`config.mk`:
```
export PLATFORM = sky130hd
export DESIGN_NAME = pc_unit
export DESIGN_NICKNAME = d
export VERILOG_FILES = /design/src/rtl/pc_unit_pkg.sv /design/src/rtl/pc_next_sel.sv /design/src/rtl/pc_unit.sv
export SDC_FILE = /design/constraint.sdc
export NUM_CORES = 1
export LEC_CHECK = 0
export BUFFER_PORTS_ARGS = -buffer_cell sky130_fd_sc_hd__buf_2
export CORE_MARGIN = 1
export CORE_UTILIZATION = 40
export CTS_BUF_LIST = sky130_fd_sc_hd__clkbuf_8
export CTS_CLUSTER_DIAMETER = 50
export DETAILED_ROUTE_END_ITERATION = 12
export HOLD_SLACK_MARGIN = 0.12
export PLACE_DENSITY = 0.64
export SYNTH_ARGS = -nofsm -noshare
export SYNTH_HDL_FRONTEND = slang
export SYNTH_SLANG_ARGS = --single-unit
```
`constraint.sdc`:
```
create_clock -name clk -period 2.7 [get_ports clk]
set_clock_uncertainty 0.15 [all_clocks]
set_input_delay 0.675 -clock clk [delete_from_list [all_inputs] [get_ports clk]]
set_output_delay 0.675 -clock clk [all_outputs]
set_load 0.01 [all_outputs]
```
`src/rtl/pc_unit_pkg.sv`:
```
// Shared definitions for the program-counter unit: jump encodings, FSM states
// and a small alignment helper.
package pc_unit_pkg;

    localparam logic [1:0] JUMP_NONE = 2'b00;
    localparam logic [1:0] JUMP_JAL  = 2'b10;
    localparam logic [1:0] JUMP_JALR = 2'b01;

    typedef enum logic [1:0] {
        ST_BOOT = 2'd0,
        ST_RUN  = 2'd1,
        ST_TRAP = 2'd2
    } pc_state_t;

    function automatic logic low_bits_set(input logic [1:0] addr_lsb);
        return |addr_lsb;
    endfunction

endpackage

```
`src/rtl/pc_next_sel.sv`:
```
// Combinational next-PC selection: jal / jalr / taken branch / sequential.
// PC_MISALIGN_TRAP_EN: report misaligned targets instead of forcing alignment.
module pc_next_sel #(
    parameter int PC_WIDTH = 16,
    parameter int XLEN     = 32
) (
    input  logic [PC_WIDTH-1:0] pc,
    input  logic [PC_WIDTH-1:0] pc_plus4,
    input  logic [1:0]          jump,
    input  logic                branch,
    input  logic                flag,
    input  logic [XLEN-1:0]     imm,
    input  logic [XLEN-1:0]     rs1,
    output logic [PC_WIDTH-1:0] target,
    output logic                misaligned
);
    import pc_unit_pkg::*;

    localparam logic [PC_WIDTH-1:0] ALIGN_MASK = ~PC_WIDTH'(2'b11);
    localparam logic [PC_WIDTH-1:0] BIT0_MASK  = ~PC_WIDTH'(1'b1);

    logic [PC_WIDTH-1:0] pc_rel_s;
    logic [PC_WIDTH-1:0] reg_rel_s;
    logic [PC_WIDTH-1:0] raw_s;

    // Sums are formed at XLEN width and then truncated to the PC width.
    assign pc_rel_s  = PC_WIDTH'(XLEN'(pc) + imm);
    assign reg_rel_s = PC_WIDTH'(rs1 + imm) & BIT0_MASK;

    // Jumps take priority over a taken branch; reserved encoding behaves as none.
    always_comb begin
        raw_s = pc_plus4;
        case (jump)
            JUMP_JAL:  raw_s = pc_rel_s;
            JUMP_JALR: raw_s = reg_rel_s;
            JUMP_NONE: begin
                if (branch && flag) begin
                    raw_s = pc_rel_s;
                end else begin
                    raw_s = pc_plus4;
                end
            end
            default: begin
                if (branch && flag) begin
                    raw_s = pc_rel_s;
                end else begin
                    raw_s = pc_plus4;
                end
            end
        endcase
    end

`ifdef PC_MISALIGN_TRAP_EN
    assign target     = raw_s;
    assign misaligned = low_bits_set(raw_s[1:0]);
`else
    assign target     = raw_s & ALIGN_MASK;
    assign misaligned = 1'b0;
`endif

endmodule

```
`src/rtl/pc_unit.sv`:
```
// Program-counter unit: BOOT/RUN/TRAP sequencing, PC register and retire counter.
// PC_MISALIGN_TRAP_EN: misaligned accepted targets enter TRAP until trap_ack.
module pc_unit #(
    parameter int                   PC_WIDTH     = 16,
    parameter int                   XLEN         = 32,
    parameter logic [PC_WIDTH-1:0]  RESET_VECTOR = '0
) (
    input  logic                clk,
    input  logic                rst_n,
    input  logic [1:0]          jump,
    input  logic                branch,
    input  logic                flag,
    input  logic [XLEN-1:0]     imm,
    input  logic [XLEN-1:0]     rs1,
    input  logic                stall,
    input  logic                pc_ready,
    input  logic                trap_ack,
    output logic [PC_WIDTH-1:0] pc,
    output logic [PC_WIDTH-1:0] pc_plus4,
    output logic                pc_valid,
    output logic                trap,
    output logic [PC_WIDTH-1:0] trap_addr,
    output logic [31:0]         retired
);
    import pc_unit_pkg::*;

    pc_state_t           state_r;
    logic [PC_WIDTH-1:0] pc_r;
    logic                pc_valid_r;
    logic [31:0]         retired_r;
    logic [PC_WIDTH-1:0] target_s;
    logic                misaligned_s;
    logic                accept_s;

`ifdef PC_MISALIGN_TRAP_EN
    logic                trap_r;
    logic [PC_WIDTH-1:0] trap_addr_r;
`endif

    assign pc_plus4 = pc_r + PC_WIDTH'(3'd4);
    assign accept_s = pc_valid_r && pc_ready && !stall;

    pc_next_sel #(
        .PC_WIDTH (PC_WIDTH),
        .XLEN     (XLEN)
    ) u_next_sel (
        .pc         (pc_r),
        .pc_plus4   (pc_plus4),
        .jump       (jump),
        .branch     (branch),
        .flag       (flag),
        .imm        (imm),
        .rs1        (rs1),
        .target     (target_s),
        .misaligned (misaligned_s)
    );

    // Sequencing FSM with its registered outputs, PC and retire counter.
    always_ff @(posedge clk or negedge rst_n) begin
        if (!rst_n) begin
            state_r     <= ST_BOOT;
            pc_r        <= RESET_VECTOR;
            pc_valid_r  <= 1'b0;
            retired_r   <= 32'd0;
`ifdef PC_MISALIGN_TRAP_EN
            trap_r      <= 1'b0;
            trap_addr_r <= '0;
`endif
        end else begin
            case (state_r)
                ST_BOOT: begin
                    state_r    <= ST_RUN;
                    pc_valid_r <= 1'b1;
                end
                ST_RUN: begin
                    if (accept_s) begin
                        if (misaligned_s) begin
                            // The offending fetch does not retire; pc keeps its address.
                            state_r     <= ST_TRAP;
                            pc_valid_r  <= 1'b0;
`ifdef PC_MISALIGN_TRAP_EN
                            trap_r      <= 1'b1;
                            trap_addr_r <= target_s;
`endif
                        end else begin
                            pc_r      <= target_s;
                            retired_r <= retired_r + 32'd1;
                        end
                    end
                end
                ST_TRAP: begin
                    if (trap_ack) begin
                        state_r    <= ST_RUN;
                        pc_valid_r <= 1'b1;
                        pc_r       <= RESET_VECTOR;
`ifdef PC_MISALIGN_TRAP_EN
                        trap_r     <= 1'b0;
`endif
                    end
                end
                default: begin
                    state_r    <= ST_BOOT;
                    pc_valid_r <= 1'b0;
                    pc_r       <= RESET_VECTOR;
                end
            endcase
        end
    end

    assign pc       = pc_r;
    assign pc_valid = pc_valid_r;
    assign retired  = retired_r;

`ifdef PC_MISALIGN_TRAP_EN
    assign trap      = trap_r;
    assign trap_addr = trap_addr_r;
`else
    assign trap      = 1'b0;
    assign trap_addr = '0;
`endif

endmodule

```
==> results.rst <==
.. list-table::
   :header-rows: 1

   * - Metric
     - Value
   * - Run status
     - complete, no violations
   * - Placer congestion estimate
     - 0.9087
   * - P_leak
     - 2.686 nW
   * - Total GRT Usage
     - 0.2108
   * - First-pass GRT wire length
     - 18690 µm
   * - Area Overhead vs Synth
     - 31.61%
   * - Vias per cell
     - 5.228
   * - Number of storage elements in the synthesis netlist
     - 47
   * - Count of TritonRoute iterations in the first routing pass
     - 4
   * - Data arrival time at the worst-slack endpoint
     - 1780 ps
   * - Final setup violating endpoints
     - 0
   * - Vias in the first global route
     - 3996
   * - Max-cap check violation count
     - 0
   * - Standard cell with the maximum stage delay on the critical path
     - sky130_fd_sc_hd__dfrtp_1
   * - Worst IR drop on VDD
     - 0.2542 mV
   * - Area of the die
     - 10930 µm²
   * - Final worst-path cycle share
     - 0.9640
   * - Final layout net count
     - 753
   * - Post-synthesis sequential area ratio
     - 0.2795
   * - Achievable frequency
     - 0.3842 GHz
   * - Final non-filler cell area
     - 5538 µm²
   * - Residual DRC
     - 0
   * - Yosys Warn Count
     - 0
   * - Yosys top cell area share
     - 0.2795
   * - Fraction of layout instances using a drive strength above 1
     - 0.3482
   * - Antenna violations before repair
     - 0
   * - Clock tree root buffer cell
     - sky130_fd_sc_hd__clkbuf_8
   * - Total number of vias
     - 4104
   * - Placed inst area
     - 5244 µm²
   * - Worst Max-Slew Pin Slew
     - 621.9 ps
   * - Initial Utilization
     - 0.4094
   * - Clock latency at the later pin of the worst-skew pair
     - 310 ps
   * - Clock Pin Slew Worst Setup and Hold Paths
     - 90 ps
   * - Top flip-flop cell by instance count after synthesis
     - sky130_fd_sc_hd__dfrtp_1
   * - Final core utilization
     - 0.5388
   * - Worst slew slack as a fraction of its limit
     - 0.5854
   * - Maximum number of pins on one net before global-route repair
     - 26
   * - Type of the tightest min-delay check
     - primary input to asynchronous set/reset pin
   * - CP max FO
     - 7
   * - Syn avg cell area
     - 8.623 µm²
   * - Nature of the critical path startpoint
     - register
   * - Synthesized netlist cell count
     - 488
   * - Final period demand of the worst path
     - 2603 ps
   * - R2R Setup Slk
     - 110 ps
   * - Largest buffer count on any clock path
     - 2
   * - Number of I/O port buffers
     - 100
   * - Nature of the critical path endpoint
     - output pin
   * - Overflow after GRT
     - 0
   * - Max-slew violation total from the final report
     - 0
   * - Top Family by Delay on Critical Path
     - flip-flops
   * - Ordered cell list for the critical path
     - buf_6, ha_1, and3_4, nand3_1, xnor2_1, buf_2
   * - Ys async rst share
     - 1.000
   * - Largest stage delay, worst path
     - 410 ps
   * - WP buf/inv
     - 2
   * - Number of synthesized flops with an enable pin
     - 0
   * - Sink Count
     - 47
   * - Hpwl dp
     - 9169 µm
   * - Inserted Clock Buffers
     - 5
   * - TritonCTS clock tree
     - done
   * - Floorplan die width
     - 104.6 µm
   * - Post-Synthesis Cell Area
     - 4208 µm²
   * - Setup slack after placement
     - -253.2 ps
   * - Cell variety after synth
     - 68
   * - Ranking of synthesized cells by area
     - sky130_fd_sc_hd__dfrtp_1 (28%), sky130_fd_sc_hd__xnor2_1 (10%), sky130_fd_sc_hd__ha_1 (9.2%)
   * - Routed Wire Length
     - 11340 µm
   * - Number of inserted diodes
     - 0
   * - Top-level port count
     - 155
   * - Clock H-tree levels
     - 2
   * - First DRT Iteration DRCs
     - 165
   * - Number of core rows
     - 37
   * - Hold Violations, Final
     - 0
   * - Number of routed nets with antenna violations
     - 0
   * - Classification of the worst setup path
     - register to output pin
   * - Die boundary height
     - 104.6 µm
   * - PnR worst setup slack
     - 97.16 ps
   * - Cell taking the most area after synthesis
     - sky130_fd_sc_hd__dfrtp_1
   * - Placeable Area
     - 10280 µm²
   * - Cell Pwr Density
     - 614.1 nW/µm²
   * - Required time at the endpoint of the critical path
     - 1880 ps
   * - Routed WL per cell
     - 14.44 µm
area by class of cell:
| class | count | area, µm² |
|---|---|---|
| fillers | 1012 | 4740 |
| multi-input cells | 410 | 2984 |
| flip-flops and latches | 47 | 1181 |
| repair buffers | 169 | 1047 |
| well taps | 136 | 170.2 |
| clock buffers | 6 | 82.58 |
| inverters | 15 | 56.30 |
| clock inverters | 2 | 16.27 |
registers in the layout, indices dropped and copies added, names as in the netlist:
register / flops
retired: 32
pc: 14
pc_valid: 1
report_power, final:
part / leakage (nW) / internal (mW) / switching, mW / total, mW
clock: 0.0474 / 0.210 / 0.256 / 0.466
sequential: 0.616 / 0.802 / 0.131 / 0.933
combinational: 2.02 / 0.965 / 1.04 / 2.00
routing by layer:
layer	vias up	GRT usage	wire [µm]
met3	23	0.03057	574
met1	1913	0.2598	5025
li1	2047	-	-
met4	0	0.07653	288
met5	-	0	0
met2	121	0.3713	5448
final timing paths:
| path | start | end | cells past startpoint |
|---|---|---|---|
| max | pc[2]$_DFFE_PN0P_ | pc_plus4[12] | 6 |
| max in group asynchronous | rst_n | retired[24]$_DFFE_PN0P_ | 2 |
| min reg2reg | retired[31]$_DFFE_PN0P_ | retired[31]$_DFFE_PN0P_ | 1 |
| max reg2reg | pc[4]$_DFFE_PN0P_ | pc[14]$_DFFE_PN0P_ | 9 |
| min | rst_n | retired[11]$_DFFE_PN0P_ | 1 |
| min in group clk | retired[31]$_DFFE_PN0P_ | retired[31]$_DFFE_PN0P_ | 1 |
cells in the mapped netlist, types with 9 or more instances:
cell type / instances
sky130_fd_sc_hd__a21oi_1: 25
sky130_fd_sc_hd__and3_1: 9
sky130_fd_sc_hd__buf_4: 21
sky130_fd_sc_hd__clkbuf_1: 14
sky130_fd_sc_hd__dfrtp_1: 47
sky130_fd_sc_hd__ha_1: 31
sky130_fd_sc_hd__inv_1: 15
sky130_fd_sc_hd__nand2_1: 45
sky130_fd_sc_hd__nand3_1: 37
sky130_fd_sc_hd__nand4_1: 10
sky130_fd_sc_hd__nor2_1: 37
sky130_fd_sc_hd__o21a_1: 9
sky130_fd_sc_hd__o21ai_0: 15
sky130_fd_sc_hd__xnor2_1: 49
sky130_fd_sc_hd__xor2_1: 19
repair_timing:
item	CTS	global route
resized for setup	4	28
endpoints found under the hold margin	0	0
setup endpoints to repair	7	12
setup buffers	2	3
pin swaps	1	10
hold buffers	0	0
logic make-up after synthesis:
logic type,count (synthesis),share of synthesized area
simple gates,170,0.2076
other cells,2,0.001785
mux,3,0.007434
flops,47,0.2795
buf+inv,51,0.06452
compound gates,115,0.2007
xor+xnor,68,0.1415
fa+ha+maj,32,0.09694
layout by cell type (no fill, tap or decap), types with 4 or more instances in the layout:
cell type and n:
sky130_fd_sc_hd__nand3_1 34, sky130_fd_sc_hd__nand2_1 44, sky130_fd_sc_hd__a31oi_1 6, sky130_fd_sc_hd__a21oi_1 25
sky130_fd_sc_hd__conb_1 22, sky130_fd_sc_hd__buf_2 100, sky130_fd_sc_hd__o21a_1 9, sky130_fd_sc_hd__xor2_1 19
sky130_fd_sc_hd__ha_1 25, sky130_fd_sc_hd__o21ai_0 14, sky130_fd_sc_hd__and3_1 6, sky130_fd_sc_hd__a221oi_1 8
sky130_fd_sc_hd__inv_1 15, sky130_fd_sc_hd__nor2_1 37, sky130_fd_sc_hd__ha_2 4, sky130_fd_sc_hd__nand4_1 10
sky130_fd_sc_hd__xnor2_1 45, sky130_fd_sc_hd__nor3_1 6, sky130_fd_sc_hd__dfrtp_2 4, sky130_fd_sc_hd__o22ai_1 4
sky130_fd_sc_hd__buf_4 66, sky130_fd_sc_hd__and2_1 8, sky130_fd_sc_hd__a21o_1 8, sky130_fd_sc_hd__dfrtp_1 43
sky130_fd_sc_hd__xnor2_2 4, sky130_fd_sc_hd__clkbuf_8 6
per-stage QoR:
step	power, mW	instances	TNS (ps)	hold slack [ps]
6_report	3.401	785	0	201.0
5_1_grt	3.659	785	-0.6888	231.2
4_1_cts	3.280	782	0	214.7
3_5_place_dp	2.776	772	-1407	319.7
3_3_place_gp	2.742	772	-985.2	305.5
2_1_floorplan	2.036	508	0	229.4
Note: power is estimated with default switching activity, not from simulation.
